$ cat src/rtl/memory_cycle.sv
// Memory stage: word load/store over a ready-based bus, stall generation,
// timeout/misalignment reporting and the M->W pipeline register.
module memory_cycle #(
  parameter int unsigned TIMEOUT_CYCLES = 16
) (
  input  logic        clk,
  input  logic        rst,
  input  logic        RegWriteM,
  input  logic        MemWriteM,
  input  logic        ResultSrcM,
  input  logic [4:0]  RD_M,
  input  logic [31:0] PCPlus4M,
  input  logic [31:0] WriteDataM,
  input  logic [31:0] ALUResultM,
  output logic        mem_req,
  output logic        mem_we,
  output logic [31:0] mem_addr,
  output logic [31:0] mem_wdata,
  input  logic        mem_ready,
  input  logic [31:0] mem_rdata,
  output logic        StallM,
  output logic        RegWriteW,
  output logic        ResultSrcW,
  output logic [4:0]  RD_W,
  output logic [31:0] PCPlus4W,
  output logic [31:0] ALUResultW,
  output logic [31:0] ReadDataW,
  output logic        ErrW,
  output logic [1:0]  ErrCodeW
);

  typedef enum logic {IDLE, WAIT} state_t;
  typedef enum logic [1:0] {ACT_PASS, ACT_BUBBLE, ACT_MISALIGN, ACT_TIMEOUT} act_t;

  localparam logic [7:0] CNT_LAST = 8'(TIMEOUT_CYCLES - 1);

  state_t      state, state_next;
  logic [7:0]  cnt, cnt_next;
  act_t        act;
  logic        stall;
  logic        access;
  logic        aligned;

  assign access    = MemWriteM | ResultSrcM;
  assign aligned   = (ALUResultM[1:0] == 2'b00);

  // Bus drive is purely combinational; reset forces the request low at once.
  assign mem_req   = rst & access & aligned;
  assign mem_we    = MemWriteM;
  assign mem_addr  = ALUResultM;
  assign mem_wdata = WriteDataM;
  assign StallM    = rst & stall;

  // State and request-counter register.
  always_ff @(posedge clk or negedge rst) begin
    if (!rst) begin
      state <= IDLE;
      cnt   <= '0;
    end else begin
      state <= state_next;
      cnt   <= cnt_next;
    end
  end

  // Decide what the W slot does this cycle and where the FSM goes next.
  always_comb begin
    state_next = state;
    cnt_next   = cnt;
    act        = ACT_PASS;
    stall      = 1'b0;
    if (!access) begin
      state_next = IDLE;
      cnt_next   = '0;
    end else if (!aligned) begin
      act        = ACT_MISALIGN;
      state_next = IDLE;
      cnt_next   = '0;
    end else if (mem_ready) begin
      state_next = IDLE;
      cnt_next   = '0;
    end else if (state == WAIT && cnt == CNT_LAST) begin
      // Last permitted request cycle: drop the stall so the squash retires.
      act        = ACT_TIMEOUT;
      state_next = IDLE;
      cnt_next   = '0;
    end else begin
      act        = ACT_BUBBLE;
      stall      = 1'b1;
      state_next = WAIT;
      cnt_next   = (state == IDLE) ? 8'd1 : cnt + 8'd1;
    end
  end

  // W-stage pipeline register with squash, bubble and error reporting.
  always_ff @(posedge clk or negedge rst) begin
    if (!rst) begin
      RegWriteW  <= 1'b0;
      ResultSrcW <= 1'b0;
      RD_W       <= '0;
      PCPlus4W   <= '0;
      ALUResultW <= '0;
      ReadDataW  <= '0;
      ErrW       <= 1'b0;
      ErrCodeW   <= 2'b00;
    end else begin
      case (act)
        ACT_PASS: begin
          RegWriteW  <= RegWriteM;
          ResultSrcW <= ResultSrcM;
          RD_W       <= RD_M;
          PCPlus4W   <= PCPlus4M;
          ALUResultW <= ALUResultM;
          ReadDataW  <= ResultSrcM ? mem_rdata : '0;
          ErrW       <= 1'b0;
          ErrCodeW   <= 2'b00;
        end
        ACT_BUBBLE: begin
          RegWriteW  <= 1'b0;
          ErrW       <= 1'b0;
          ErrCodeW   <= 2'b00;
        end
        default: begin
          RegWriteW  <= 1'b0;
          ResultSrcW <= ResultSrcM;
          RD_W       <= RD_M;
          PCPlus4W   <= PCPlus4M;
          ALUResultW <= ALUResultM;
          ReadDataW  <= '0;
          ErrW       <= 1'b1;
          ErrCodeW   <= (act == ACT_MISALIGN) ? 2'b01 : 2'b10;
        end
      endcase
    end
  end

endmodule

$ cat config.mk
export PLATFORM = sky130hd
export DESIGN_NAME = memory_cycle
export DESIGN_NICKNAME = d
export VERILOG_FILES = /design/src/rtl/memory_cycle.sv
export SDC_FILE = /design/constraint.sdc
export NUM_CORES = 1
export LEC_CHECK = 0
export ABC_AREA = 1
export BUFFER_PORTS_ARGS = -buffer_cell sky130_fd_sc_hd__buf_2
export CORE_AREA = 2 2 121 123
export DETAILED_ROUTE_END_ITERATION = 16
export DIE_AREA = 0 0 123 125
export PLACE_DENSITY = 0.73
export SLEW_MARGIN = 10
export SYNTH_ARGS = -nofsm -noshare
export SYNTH_HDL_FRONTEND = slang
export SYNTH_SLANG_ARGS = --single-unit
$ cat constraint.sdc
create_clock -name clk -period 2.78 [get_ports clk]
set_input_delay 0.278 -clock clk [delete_from_list [all_inputs] [get_ports clk]]
set_output_delay 0.278 -clock clk [all_outputs]
set_load 0.02 [all_outputs]
# ---- Yosys cells after proc, flatten, opt, wreduce, memory -nomap -nowiden
# Cells that the tools add are included.
dict set report totals {
  latchBits 0
  memories 0
  output_inout_bits 173
  word_cells 41
  input_bits 139
  reg_bits 115
  rom_bits 0
  mem_bits_rw 0
}
dict set report op_classes {
  order_cmp 0
  shifts 0
  n_mux 19
  multipliers 0
  n_bitwise 4
  n_reduce_logical 4
  addsub 1
  div_mod_pow 0
  eq_ne 3
}
# cell n
set ops {}
lappend ops {{$pmux W32 S2} 1}
lappend ops {{$mux W8} 5}
lappend ops {{$mux W32} 1}
lappend ops {{$mux W2} 6}
lappend ops {{$add A8 B1 Y8 const B} 1}
lappend ops {{$eq A8 B4 Y1 const B} 1}
lappend ops {{$mux W1} 6}
lappend ops {{$logic_not A2 Y1} 2}
lappend ops {{$and A1 B1 Y1} 3}
lappend ops {{$eq A2 B1 Y1 const B} 1}
lappend ops {{$eq A2 B2 Y1 const B} 1}
lappend ops {{$reduce_or A2 Y1} 1}
lappend ops {{$logic_and A1 B1 Y1} 1}
lappend ops {{$or A1 B1 Y1} 1}

# ---- Logic depth before layout (Yosys ltp)
dict set report logic_depth {
  ltp_word 9
  mapped_depth 9
}

# ---- Worst setup path after synthesis
# No wires, ideal clock.
dict set report synth_timing {
  path_kind {reg2out}
  startpoint {register cnt[0]}
  endpoint {output port StallM}
  path_stages_with_launch 8
  required_time_ns 2.502
  arrival_ns 1.414
  n_path_buf 1
  slack_ns 1.088
  path_cell_list {dfrtp_1 > ha_1 > nand3_1 > inv_1 > nand2_2 > nand2_2 > buf_2 > nor2_1}
}
dict set report synth_via {
  elab_chain_cells 7
}
# element line_no
set synth_lines {}
lappend synth_lines {{start: declaration} 38} ;# logic [7:0] cnt, cnt_next;
lappend synth_lines {{start signal: assignment} 61} ;# cnt <= cnt_next;
lappend synth_lines {{$eq A8 B4 Y1} 81} ;# end else if (state == WAIT && cnt == CNT_LAST) begin
lappend synth_lines {{$logic_and A1 B1 Y1} 81}
lappend synth_lines {{$mux W1} 81}
lappend synth_lines {{$mux W1} 78} ;# end else if (mem_ready) begin
lappend synth_lines {{$mux W1} 74} ;# end else if (!aligned) begin
lappend synth_lines {{$mux W1} 71} ;# if (!access) begin
lappend synth_lines {{$and A1 B1 Y1} 52} ;# assign StallM = rst & stall;
lappend synth_lines {{end: declaration} 21} ;# output logic StallM,
# No other way between the ends.

# ---- Final worst setup path
# Same ends and word-level chain as after synthesis.

==> flow_summary.ini <==
[cts]
clock_sinks = 115
cts_setup_buffers = 0
cts_root_buf = sky130_fd_sc_hd__clkbuf_16
cts_hold_repair.buffers = 0
cts-buffers-inserted = 17
cts-root-to-sink-buffers = 2
cts_tree = built
postCtsResizedCells = 0
clk-insertion-delay-late_ps = 410
clkSlewWorstSetupHoldPaths_ps = 50
cts_htree_levels = 4

[timing]
final_period_minus_worst_setup_slack_ps = 2240
fmax_mhz = 447
rsz0062_at_grt = false
timing.final.max_slew_violations = 0
worst_clock_skew_ps = 9.15
finalSetupViolations = 0
final_hold_viol_count = 0
worstMarginPinSlew_ps = 818
slew_headroom_pct = 45.5
layout_worst_path_cycle_share_pct = 80.4
fin_ws_ps = 544
whs_ps = 15.5
fin_tns_setup_ps = 0

[finish]
utilization_pct = 47.1
insertedDiodeCount = 0
finalNetCount = 904
multi_input_gate_area_um2 = 1580
layout-drive-gt1-share_pct = 38.0
final_design_area_no_fill_um2 = 6690
areaGrowthSynthToFinish_pct = 27.7
n_fill_cell = 1384
sequential_cell_area_um2 = 2880

[die]
fp-row-count = 44
top_level_ports = 312
die_x_um = 123
dieArea_um2 = 15400
placeableCoreArea_um2 = 14200
start_util_pct = 36.9
die_h_um = 125

[power_and_ir_drop]
power_per_cell_area_nw_per_um2 = 685
leakage_nw = 3.83
part_of_the_total_power_dissipated_in_the_clock_network_pct = 47.7
power.combinational.fraction_pct = 12.4
power.sequential.fraction_pct = 39.9
largest_voltage_drop_on_the_vdd_net_mv = 0.373
p_switching_mw = 1.18
p_sw_share_pct = 25.8
cell_internal_pwr_mw = 3.40

[routing]
wirelength_mm = 13.3
drc = 0
dr_total_vias = 4453
detailedRoute.firstPassIterationCount = 4
drt_iter0_markers = 226
ant_nets = 0
routed_via_density = 4.63
wl_per_cell_um = 13.9

[setup_path]
reg2regPathDepth = 7
r2r_start = cnt[0]
path_class = flop to primary output
timing.critical_path.to_type = primary output
regToRegSetupSlack_ps = 900
critPathArrivalTime_ps = 1960
start_kind = flop
worstReg2RegEnd = cnt[2]
worst-endpoint-required_ps = 2500
path_max_fanout = 23

[global_routing]
grt_first_pass_wirelength_mm = 21.2
antenna_found_initial = 0
vias_in_the_first_global_route = 4281
grt_max_degree = 104
globalRouteOverflowTotal = 0
combined_global_route_utilization_of_all_metal_layers_pct = 17.7

[yosys]
synth_enable_flop_cells = 0
dominantRegCellSynth = sky130_fd_sc_hd__dfrtp_1
yosysTopAreaCellShare_pct = 55.0
post_syn_area_um2 = 5240
synth_top_cell_by_area = sky130_fd_sc_hd__dfrtp_1
synth_fp_nets = 731
yosysMostFrequentCell = sky130_fd_sc_hd__nand2_1
yosys-top-cells-count = 184 x sky130_fd_sc_hd__nand2_1, 138 x sky130_fd_sc_hd__nand3_1, 115 x sky130_fd_sc_hd__dfrtp_1
synth.ff_latch_count = 115
post_synth.cell_area_avg_um2 = 8.86
post_synth_num_cell_types = 21
post_synthesis_sequential_area_ratio_pct = 55.0
async_flop_share_pct = 100
yosysWarningCount = 0
netlist_top_cells_area = sky130_fd_sc_hd__dfrtp_1 55%, sky130_fd_sc_hd__nand2_1 13%, sky130_fd_sc_hd__nand3_1 13%, sky130_fd_sc_hd__buf_4 9.7%, sky130_fd_sc_hd__buf_2 1.8%
postSynthCellCount = 591

[place]
io_buffer_count = 247
globalplace.congestion = 0.806
post_dp_cell_area_um2 = 6080
place_ws_ps = 851
post-dp-hpwl_mm = 9.15

[hold_path]
hold_path_class = primary input to async pin

[run_status]
outcome = complete, no violations

[flow_run]
max-cap-violations = 0
## metrics by stage
step           total power [mW]  std cells
2_1_floorplan              2.25        591
3_3_place_gp               2.42        929
3_5_place_dp               2.43        929
4_1_cts                    4.65        961
5_1_grt                    4.78        961
6_report                   4.58        961
## how the worst max path moves through the flow
stage	to	depth (start not counted)	slack (ps)	from
floorplan	StallM	7	1090	cnt[0]
global placement	cnt[5]	7	940	cnt[0]
detailed placement	cnt[2]	7	850	cnt[0]
CTS	StallM	7	490	cnt[0]
global route	StallM	7	370	cnt[0]
finish	StallM	7	540	cnt[0]
## cell families after synthesis
group / share of synthesized area, %
compound gates: 0.358
flops: 55.0
buf+inv: 14.9
simple gates: 29.2
xor+xnor: 0.335
fa+ha+maj: 0.239
## cell usage in the layout (no fill, tap or decap), types with 3 or more instances in the layout
cell type	netlist	final
sky130_fd_sc_hd__clkbuf_16	0	17
sky130_fd_sc_hd__inv_1	18	18
sky130_fd_sc_hd__nand3_1	138	138
sky130_fd_sc_hd__nand2_1	184	184
sky130_fd_sc_hd__clkinvlp_4	0	3
sky130_fd_sc_hd__dfrtp_1	115	115
sky130_fd_sc_hd__buf_4	68	7
sky130_fd_sc_hd__clkinv_2	0	4
sky130_fd_sc_hd__nand4_1	3	3
sky130_fd_sc_hd__nor2_1	17	17
sky130_fd_sc_hd__buf_2	19	246
sky130_fd_sc_hd__bufinv_16	0	3
## sequential cells by signal, summed over array words and instances (netlist names)
name,count
ALUResultW,32
ErrCodeW,2
ErrW,1
PCPlus4W,32
RD_W,5
ReadDataW,32
RegWriteW,1
ResultSrcW,1
cnt,8
state,1
## layout make-up
type / instances / share of cell area [%]
timing repair buffer: 255 / 19.8
clock inverter: 13 / 2.38
clock buffer: 19 / 6.62
sequential: 115 / 43.0
inverter: 19 / 1.07
tap: 184 / 3.44
multi-input combinational: 356 / 23.7
## worst max-delay path: stages, from the launching register on
cell	delay [ps]
sky130_fd_sc_hd__dfrtp_1	390
sky130_fd_sc_hd__ha_1	230
sky130_fd_sc_hd__nand3_1	120
sky130_fd_sc_hd__inv_1	90
sky130_fd_sc_hd__nand2_4	80
sky130_fd_sc_hd__nand2_2	270
sky130_fd_sc_hd__nor2_1	180
sky130_fd_sc_hd__buf_2	200
## power by group through the flow
stage | clock (mW) | combinational (mW) | sequential (mW)
after floorplan | 0 | 0.276 | 1.98
after global placement | 0 | 0.569 | 1.85
after detailed placement | 0 | 0.577 | 1.85
after CTS | 2.24 | 0.577 | 1.83
after global routing | 2.32 | 0.623 | 1.84
final | 2.18 | 0.567 | 1.83
## layer usage
metal  routed length [µm]  GRT usage (%)  up-vias
li1                     -              -     2172
met1                 5710           22.2     2091
met2                 6470           27.9      153
met3                  787           4.97       37
met4                  372           8.62        0
met5                    0              0        -
Power figures use the tool's default switching activity.
